$ cat config.mk
export PLATFORM = sky130hd
export DESIGN_NAME = instr_scheduler
export DESIGN_NICKNAME = d
export VERILOG_FILES = /design/src/rtl/instr_sched_pkg.sv /design/src/rtl/sched_watchdog.sv /design/src/rtl/instr_scheduler.sv
export SDC_FILE = /design/constraint.sdc
export NUM_CORES = 1
export LEC_CHECK = 0
export ABC_CLOCK_PERIOD_IN_PS = 3600
export CELL_PAD_IN_SITES_DETAIL_PLACEMENT = 1
export CELL_PAD_IN_SITES_GLOBAL_PLACEMENT = 1
export CORE_ASPECT_RATIO = 1.5
export CORE_UTILIZATION = 39
export CTS_BUF_LIST = sky130_fd_sc_hd__clkbuf_4 sky130_fd_sc_hd__clkbuf_8
export DETAILED_ROUTE_END_ITERATION = 10
export PLACE_DENSITY = 0.86
export SLEW_MARGIN = 10
export SYNTH_ARGS = -nofsm -noshare
export SYNTH_HDL_FRONTEND = slang
export SYNTH_SLANG_ARGS = --single-unit
$ cat constraint.sdc
create_clock -name clk -period 3.6 [get_ports clk]
set_input_delay 0.54 -clock clk [delete_from_list [all_inputs] [get_ports clk]]
set_output_delay 0.54 -clock clk [all_outputs]
set_load 0.02 [all_outputs]
$ cat src/rtl/instr_sched_pkg.sv
// Shared definitions for the instruction scheduler: FSM state encoding,
// opcode map, bus command codes, error codes and accelerator indices.
package instr_sched_pkg;

    typedef enum logic [3:0] {
        S_IDLE,
        S_DISCARD,
        S_LD_KEY,
        S_WAIT_KEY,
        S_LD_TEXT,
        S_WAIT_TEXT,
        S_START,
        S_RUN,
        S_ST,
        S_WAIT_ST
    } state_t;

    // Instruction opcodes
    localparam logic [1:0] OP_AES_ENC = 2'b00;
    localparam logic [1:0] OP_AES_DEC = 2'b01;
    localparam logic [1:0] OP_SHA     = 2'b10;
    localparam logic [1:0] OP_RSVD    = 2'b11;

    // Bus command codes
    localparam logic [1:0] CMD_LOAD_KEY  = 2'b00;
    localparam logic [1:0] CMD_LOAD_TEXT = 2'b01;
    localparam logic [1:0] CMD_STORE     = 2'b10;

    // Error codes
    localparam logic [1:0] ERR_NONE    = 2'b00;
    localparam logic [1:0] ERR_BAD_OP  = 2'b01;
    localparam logic [1:0] ERR_TIMEOUT = 2'b10;
    localparam logic [1:0] ERR_BAD_PKT = 2'b11;

    // Accelerator indices (cmd_sel value, accel_start/accel_done bit)
    localparam logic ACC_AES = 1'b0;
    localparam logic ACC_SHA = 1'b1;

    // States in which the watchdog supervises an external event
    function automatic logic is_wait(state_t s);
        return (s == S_WAIT_KEY) || (s == S_WAIT_TEXT) ||
               (s == S_RUN)      || (s == S_WAIT_ST);
    endfunction

endpackage

$ cat src/rtl/sched_watchdog.sv
// Watchdog counter for the scheduler's wait states.
// Ports:
//   clk, rst  - clock, synchronous active-high reset
//   clr       - force the count to zero (held while not waiting)
//   en        - count one waiting cycle
//   expired   - high in the (2^TMO_W-1)-th consecutive waiting cycle
module sched_watchdog #(
    parameter int TMO_W = 10
) (
    input  logic clk,
    input  logic rst,
    input  logic clr,
    input  logic en,
    output logic expired
);

    // The first waiting cycle sees count 0, so the (2^TMO_W-1)-th one
    // sees 2^TMO_W-2.
    localparam logic [TMO_W-1:0] LAST = {{(TMO_W-1){1'b1}}, 1'b0};

    logic [TMO_W-1:0] cnt;

    always_ff @(posedge clk) begin
        if (rst || clr)
            cnt <= '0;
        else if (en)
            cnt <= cnt + 1'b1;
    end

    assign expired = en && (cnt == LAST);

endmodule

$ cat src/rtl/instr_scheduler.sv
// Instruction scheduler: takes one decoded instruction at a time and drives
// key load, text load, accelerator start, completion wait and result store
// over the shared command bus, with every wait supervised by a watchdog.
// Ports:
//   clk, rst                     - clock, synchronous active-high reset
//   in_valid / in_ready          - instruction handshake with the deserializer
//   in_pkt_valid, in_opcode,
//   in_key_addr, in_text_addr,
//   in_dest_addr                 - instruction fields, captured on transfer
//   cmd_valid / cmd_ready        - bus command handshake
//   cmd_op, cmd_addr, cmd_sel    - command code, address, target accelerator
//   xfer_done                    - pulse: accepted bus transfer finished
//   accel_start, accel_mode      - one-hot start pulse, AES direction
//   accel_done                   - one-hot completion pulse
//   busy, done, err, err_code    - status
module instr_scheduler
    import instr_sched_pkg::*;
#(
    parameter int ADDRW   = 8,
    parameter int OPCODEW = 2,
    parameter int TMO_W   = 10
) (
    input  logic               clk,
    input  logic               rst,
    input  logic               in_valid,
    output logic               in_ready,
    input  logic               in_pkt_valid,
    input  logic [OPCODEW-1:0] in_opcode,
    input  logic [ADDRW-1:0]   in_key_addr,
    input  logic [ADDRW-1:0]   in_text_addr,
    input  logic [ADDRW-1:0]   in_dest_addr,
    output logic               cmd_valid,
    input  logic               cmd_ready,
    output logic [1:0]         cmd_op,
    output logic [ADDRW-1:0]   cmd_addr,
    output logic               cmd_sel,
    input  logic               xfer_done,
    output logic [1:0]         accel_start,
    output logic               accel_mode,
    input  logic [1:0]         accel_done,
    output logic               busy,
    output logic               done,
    output logic               err,
    output logic [1:0]         err_code
);

    state_t           state, state_n;
    logic [ADDRW-1:0] key_q, text_q, dest_q;
    logic             sel_q, mode_q;
    logic             capture;
    logic             done_n, err_n;
    logic [1:0]       code_n;
    logic             waiting, expired;

    assign in_ready = (state == S_IDLE);
    assign busy     = (state != S_IDLE);
    assign cmd_sel  = sel_q;
    assign accel_mode = mode_q;
    assign waiting  = is_wait(state);

    // Held clear outside the wait states, so every wait entry starts at 0.
    sched_watchdog #(.TMO_W(TMO_W)) u_wdog (
        .clk     (clk),
        .rst     (rst),
        .clr     (!waiting),
        .en      (waiting),
        .expired (expired)
    );

    always_comb begin
        state_n     = state;
        capture     = 1'b0;
        done_n      = 1'b0;
        err_n       = 1'b0;
        code_n      = err_code;
        cmd_valid   = 1'b0;
        cmd_op      = CMD_LOAD_KEY;
        cmd_addr    = key_q;
        accel_start = 2'b00;

        case (state)
            S_IDLE: begin
                if (in_valid) begin
                    capture = 1'b1;
                    if (!in_pkt_valid) begin
                        state_n = S_DISCARD;
                        err_n   = 1'b1;
                        code_n  = ERR_BAD_PKT;
                    end else if (in_opcode == OPCODEW'(OP_RSVD)) begin
                        state_n = S_DISCARD;
                        err_n   = 1'b1;
                        code_n  = ERR_BAD_OP;
                    end else if (in_opcode == OPCODEW'(OP_SHA)) begin
                        state_n = S_LD_TEXT;
                    end else begin
                        state_n = S_LD_KEY;
                    end
                end
            end
            // err was registered on the capture edge and is visible here
            S_DISCARD: state_n = S_IDLE;
            S_LD_KEY: begin
                cmd_valid = 1'b1;
                cmd_op    = CMD_LOAD_KEY;
                cmd_addr  = key_q;
                if (cmd_ready) state_n = S_WAIT_KEY;
            end
            S_WAIT_KEY: begin
                if (xfer_done) begin
                    state_n = S_LD_TEXT;
                end else if (expired) begin
                    state_n = S_IDLE;
                    err_n   = 1'b1;
                    code_n  = ERR_TIMEOUT;
                end
            end
            S_LD_TEXT: begin
                cmd_valid = 1'b1;
                cmd_op    = CMD_LOAD_TEXT;
                cmd_addr  = text_q;
                if (cmd_ready) state_n = S_WAIT_TEXT;
            end
            S_WAIT_TEXT: begin
                if (xfer_done) begin
                    state_n = S_START;
                end else if (expired) begin
                    state_n = S_IDLE;
                    err_n   = 1'b1;
                    code_n  = ERR_TIMEOUT;
                end
            end
            S_START: begin
                accel_start = (sel_q == ACC_SHA) ? 2'b10 : 2'b01;
                state_n     = S_RUN;
            end
            S_RUN: begin
                // Only the selected accelerator's done bit counts
                if (accel_done[sel_q]) begin
                    state_n = S_ST;
                end else if (expired) begin
                    state_n = S_IDLE;
                    err_n   = 1'b1;
                    code_n  = ERR_TIMEOUT;
                end
            end
            S_ST: begin
                cmd_valid = 1'b1;
                cmd_op    = CMD_STORE;
                cmd_addr  = dest_q;
                if (cmd_ready) state_n = S_WAIT_ST;
            end
            S_WAIT_ST: begin
                if (xfer_done) begin
                    state_n = S_IDLE;
                    done_n  = 1'b1;
                end else if (expired) begin
                    state_n = S_IDLE;
                    err_n   = 1'b1;
                    code_n  = ERR_TIMEOUT;
                end
            end
            default: state_n = S_IDLE;
        endcase
    end

    always_ff @(posedge clk) begin
        if (rst) begin
            state    <= S_IDLE;
            key_q    <= '0;
            text_q   <= '0;
            dest_q   <= '0;
            sel_q    <= 1'b0;
            mode_q   <= 1'b0;
            done     <= 1'b0;
            err      <= 1'b0;
            err_code <= ERR_NONE;
        end else begin
            state    <= state_n;
            done     <= done_n;
            err      <= err_n;
            err_code <= code_n;
            if (capture) begin
                key_q  <= in_key_addr;
                text_q <= in_text_addr;
                dest_q <= in_dest_addr;
                sel_q  <= (in_opcode == OPCODEW'(OP_SHA));
                mode_q <= (in_opcode == OPCODEW'(OP_AES_DEC));
            end
        end
    end

endmodule

Yosys cells after proc, flatten, opt, wreduce, memory -nomap -nowiden
Index checks and enable logic that the tools add are counted.
Word-level totals
  output and inout port bits: 21
  input bits: 34
  flip-flop bits (word level): 44
  logic and storage cells: 83
Cells by class
  $add $sub $neg: 1
  magnitude comparators: 1
  equality and inequality tests: 19
  bitwise gates (word level): 1
  muxes and demuxes: 37
  reduce and logical (&&, ||, !) cells: 14
Operators with widths (count)
  $mux 4: 9
  $pmux 4 s9: 1
  $eq 4x3->1 const B: 4
  $mux 2: 8
  $pmux 8 s2: 1
  $mux 1: 12
  $ne 2x2->1 const B: 6
  $add 10x1->10 const B: 1
  $eq 10x10->1 const B: 1
  $mux 3: 3
  $eq 4x2->1 const B: 2
  $eq 4x4->1 const B: 2
  $pmux 2 s3: 1
  $reduce_or 3->1: 2
  $reduce_and 5->1: 1
  $eq 2x2->1 const B: 2
  $logic_not 4->1: 1
  $logic_or 1x1->1: 4
  $pmux 2 s2: 1
  $reduce_and 4->1: 1
  $reduce_bool 4->1: 1
  $ne 3x2->1 const B: 1
  $pmux 1 s3: 1
  $reduce_bool 3->1: 1
  6 further kinds: 6

Logic depth before layout (Yosys ltp)
Gate-level depths: netlist of the first run.
  depth after elaboration: 8
  mapped depth: 8
  depth with buffers taken out: 7

Hierarchy
Synthesis of the first run repeated with hierarchy kept, for this count alone.
Unflattened totals
  cells, all modules: 285
  area, all modules: 2223.4 um^2
Modules (own cells, without submodules)
  instr_scheduler: area an instance 1750.4 um^2, seq. area each 680.7 um^2, instances 1, cells an instance 230
  sched_watchdog: area an instance 473.0 um^2, seq. area each 200.2 um^2, instances 1, cells an instance 55

Worst setup path after synthesis of the first run
Ideal clock, no wire load.
  kind: reg-to-output
  start point: register state[3]
  end point: output port cmd_addr[0]
  setup slack: 1267 ps
  cell stages (with the launch flop): 7
  path buffers: 2
  arrival: 1793 ps
  required time: 3060 ps
  cell sequence: dfxtp_1 nand2b_1 nor3_1 clkbuf_1 or2_2 clkbuf_1 o21ai_0
On the way
  longest elaborated chain between the ends: 2
  elaborated cells between the ends (all ways): 3
  those cells by class: eq/ne: 2; mux: 1
Ends and longest elaborated chain
  start, declared: line instr_scheduler.sv:47  | state_t state, state_n;
  start signal, assigned: line instr_scheduler.sv:178  | state <= state_n;
  $eq 4x4->1 or $eq 4x3->1 (tied branches): line instr_scheduler.sv:81  | case (state)
  $pmux 8 s2 (*): line instr_scheduler.sv:81
  end, declared: line instr_scheduler.sv:35  | output logic [ADDRW-1:0] cmd_addr,
Mark *: on every way between the ends. The rest lies on a longest branch, timed or not.

Worst setup path after layout of the first run
  start point: register state[3]
  end point: output port cmd_addr[1]
The elaborated chain is that of the path after synthesis.

==> flow_summary.ini, run 1 <==
[yosys]
synthXorXnorAreaFrac_pct = 3.73
yosys.area_share.simple_pct = 27.0
synthMuxAreaShare_pct = 1.18
synth_top_cells_by_area = dfxtp_1, nand2_1, a21oi_1
yosysUniqueCellTypes = 43
synth_top_cell_by_area = dfxtp_1
avgSynthCellArea_um2 = 7.52
post_synth_fa_ha_maj_area_fraction_pct = 1.18
postSynthRegisterBits = 44
syn_inst = 281
ys_warn_count = 0
largest_family_of_logic_cells_by_synthesized_area = simple AND/OR/NAND/NOR gates
netlist.area_leader.share_pct = 41.7
syn_area_mm2 = 0.00211
mappedNetlistNets = 317
synth-compound-area-share_pct = 18.8
synth-seq-area-share_pct = 41.7

[route]
final_antenna_net_count = 0
detailroute.via_count = 2099
drt_drc_violations_left = 0
vias_per_cell = 5.30
drt_first_iter_violations = 51
route.detailed.wl_per_inst_um = 15.6
dr.pass1.iters = 4
detail_route.wirelength_mm = 6.17

[clocking]
cts_htree_levels = 2
cts.sink_count = 44
clk_transition_reported_paths_ns = 0.09
number_of_hold_repair_buffers_added_at_the_cts_stage = 0
tritoncts = built
clock_tree.root_cell = clkbuf_8
clk_path_buf_depth = 2
num_cts_buffers = 5
clk-insertion-delay-late_ns = 0.30
post_cts_buffers = 0
count_of_cells_resized_by_post_cts_repair = 0

[sta]
worst_slack_ns = 0.361
setup_repair_after_global_routing_missed_its_margin = false
finalSetupTns_ns = 0
tightestPinTransition_ns = 0.880
max_freq_mhz = 309
timing.final.crit_period_ns = 3.24
timing_max_transition_violations_final = 0
slew_margin_rel_pct = 41.2
hold_viol_final = 0
fin_worst_skew_ns = 0.00712
layout_worst_path_cycle_share_pct = 90.0
final-setup-viol-count = 0

[floorplanning]
chipHeight_um = 92.2
fp.dieW_um = 62.1
start_util_pct = 40.9
dieArea_mm2 = 0.00572
pin_count = 55
core_region_area_mm2 = 0.00516
row_count = 32

[worst_setup_path]
critical_path.startpoint_type = flip-flop
critical_path.max_fanout = 16
critical_path.n_buffers_inverters = 1
worstPathCellList = nand2_1 > nor2_1 > or2_2 > o21ai_0 > clkdlybuf4s50_1
end_kind = output pin
critical-path-top-delay-family = simple AND/OR/NAND/NOR gates
critical_path_class = flip-flop to output pin
r2r_cell_count = 7
crit_required_ns = 3.06
worst-endpoint-arrival_ns = 2.70
cp_slowest_cell = dfxtp_1
levels_on_crit_path = 5
slowest_stage_delay_cp_ns = 0.62

[worst_hold_path]
hold_path_depth = 2
min_path_type = flip-flop to flip-flop

[power]
vdd_ir_drop_max_uv = 205
power-per-cell-area_mw_per_mm2 = 439
static-leakage-power_nw = 1.01

[grt]
grt_max_degree = 28
globalRouteTotalUtil_pct = 23.1
grt_pass1_wl_mm = 10.4
global_route_overflow = 0
grt_antenna_before_repair = 0
number_of_global_route_vias_before_repair = 2235

[placement]
port_buffers = 54
post-dp-hpwl_mm = 4.68
routabilityCongestion = 0.752
pre_cts_slack_ns = 0.733

[finish]
synthToLayoutAreaGrowth_pct = 32.4
drive_above_1_share_pct = 5.79
nNetsFinal = 363
antenna_cells_inserted = 0

[run_status]
status = complete, no violations

[run]
max_cap_violations = 0
area by class of cell:
class                           instances  area (µm²)
Timing Repair Buffer                   58         571
Sequential cell                        44         881
Inverter                               12        45.0
Clock buffer                            6        82.6
Fill cell                             641        2370
Multi-Input combinational cell        206        1100
Clock inverter                          2        38.8
Tap cell                               68        85.1
metrics by stage:
stage	power (mW)	instances	hold WS [ns]	utilization [%]	cell area, µm²
after floorplan	0.719	281	0.430	-	2110
final	1.23	396	0.460	54.2	2800
after global routing	1.29	396	0.491	54.2	2800
after global placement	0.831	388	0.443	51.8	2680
after detailed placement	0.838	388	0.450	51.8	2680
after CTS	1.24	396	0.463	54.2	2800
Yosys cell counts:
| library cell | number |
|---|---|
| o32a_1 | 1 |
| buf_1 | 1 |
| dfxtp_1 | 44 |
| and3_1 | 3 |
| nor2_1 | 21 |
| a211oi_1 | 1 |
| nor3_1 | 11 |
| a22oi_1 | 8 |
| nor2b_1 | 5 |
| nor4_1 | 3 |
| a221oi_1 | 1 |
| or2_2 | 3 |
| o211ai_1 | 1 |
| buf_4 | 2 |
| inv_1 | 11 |
| nand4_1 | 2 |
| a21boi_0 | 1 |
| or3_1 | 1 |
| buf_6 | 1 |
| xnor2_1 | 5 |
| nand2_1 | 59 |
| a21oi_2 | 1 |
| o31a_1 | 1 |
| mux2_4 | 1 |
| o21bai_1 | 1 |
| mux2i_1 | 1 |
| xor2_1 | 4 |
| clkbuf_1 | 11 |
| or4b_1 | 1 |
| o2111ai_1 | 1 |
| o21ai_0 | 15 |
| o22ai_1 | 1 |
| nand3_1 | 7 |
| buf_2 | 4 |
| a21oi_1 | 33 |
| a31oi_1 | 1 |
| nand2b_1 | 6 |
| or4_4 | 1 |
| ha_1 | 2 |
| a41oi_1 | 1 |
| and3b_1 | 1 |
| inv_2 | 1 |
| and2_1 | 1 |
cell families (layout without fill, tap and decap cells):
kind of cell    Yosys count  in the layout
xor+xnor                  9              9
compound gates           68             68
fa+ha+maj                 2              2
simple gates            125            125
buf+inv                  31             78
flops                    44             44
mux                       2              2
worst min-delay path, delay by kind of cell, from the launching register on:
family          cells  cell delay (ns)
flops               1             0.32
simple gates        1             0.05
compound gates      1             0.05
sequential cells by signal, summed over array words and instances (netlist names):
register,cells
key_q,8
dest_q,8
state,4
accel_mode,1
err,1
text_q,8
err_code,2
u_wdog.cnt,10
cmd_sel,1
done,1
layer usage:
layer	vias up	share of wire, %	GRT usage (%)	wire, µm
met2	46	55	43.4	3420
met5	-	0	0	0
met1	1003	39	23.4	2420
li1	1039	-	-	-
met4	0	2.4	11.8	147
met3	11	3.0	5.35	188
path summary, 6_finish.rpt:
| check | slack, ns | endpoint | start |
|---|---|---|---|
| setup / recovery | 0.36 | cmd_addr[1] | state[3]$_SDFFE_PP0P_ |
| hold / removal | 0.46 | key_q[2]$_SDFFE_PP0P_ | key_q[2]$_SDFFE_PP0P_ |
| setup reg to reg | 1.12 | accel_mode$_SDFFE_PP0P_ | state[2]$_SDFFE_PP0P_ |
| hold reg to reg | 0.46 | key_q[2]$_SDFFE_PP0P_ | key_q[2]$_SDFFE_PP0P_ |
cells in the final DEF (no fill, tap or decap), drive strengths merged, types with 2 or more instances in the layout:
cell type      Yosys  routed
nor3              11      11
a21oi             34      34
ha                 2       2
or2                3       3
and3               3       3
nand2             59      59
clkbuf            11       6
xnor2              5       5
inv               12      12
clkdlybuf4s50      0      54
dfxtp             44      44
nor2b              5       5
nor2              21      21
nand2b             6       6
nor4               3       3
nand3              7       7
buf                8       4
nand4              2       2
a22oi              8       8
xor2               4       4
o21ai             15      15
where the power goes:
group	internal [mW]	leakage (nW)	switching, mW
sequential	0.520	0.359	0.0271
clock	0.227	0.0614	0.175
combinational	0.127	0.590	0.151
Note: power is estimated with default switching activity, not from simulation.
==> run 2: changes to the inputs <==
--- a/config.mk
+++ b/config.mk
@@ -6,6 +6,7 @@
 export NUM_CORES = 1
 export LEC_CHECK = 0
 export ABC_CLOCK_PERIOD_IN_PS = 3600
+export CAP_MARGIN = 25
 export CELL_PAD_IN_SITES_DETAIL_PLACEMENT = 1
 export CELL_PAD_IN_SITES_GLOBAL_PLACEMENT = 1
 export CORE_ASPECT_RATIO = 1.5
==> results of run 2 <==
The final DEF is identical to that of run 1; final timing and power are the same.
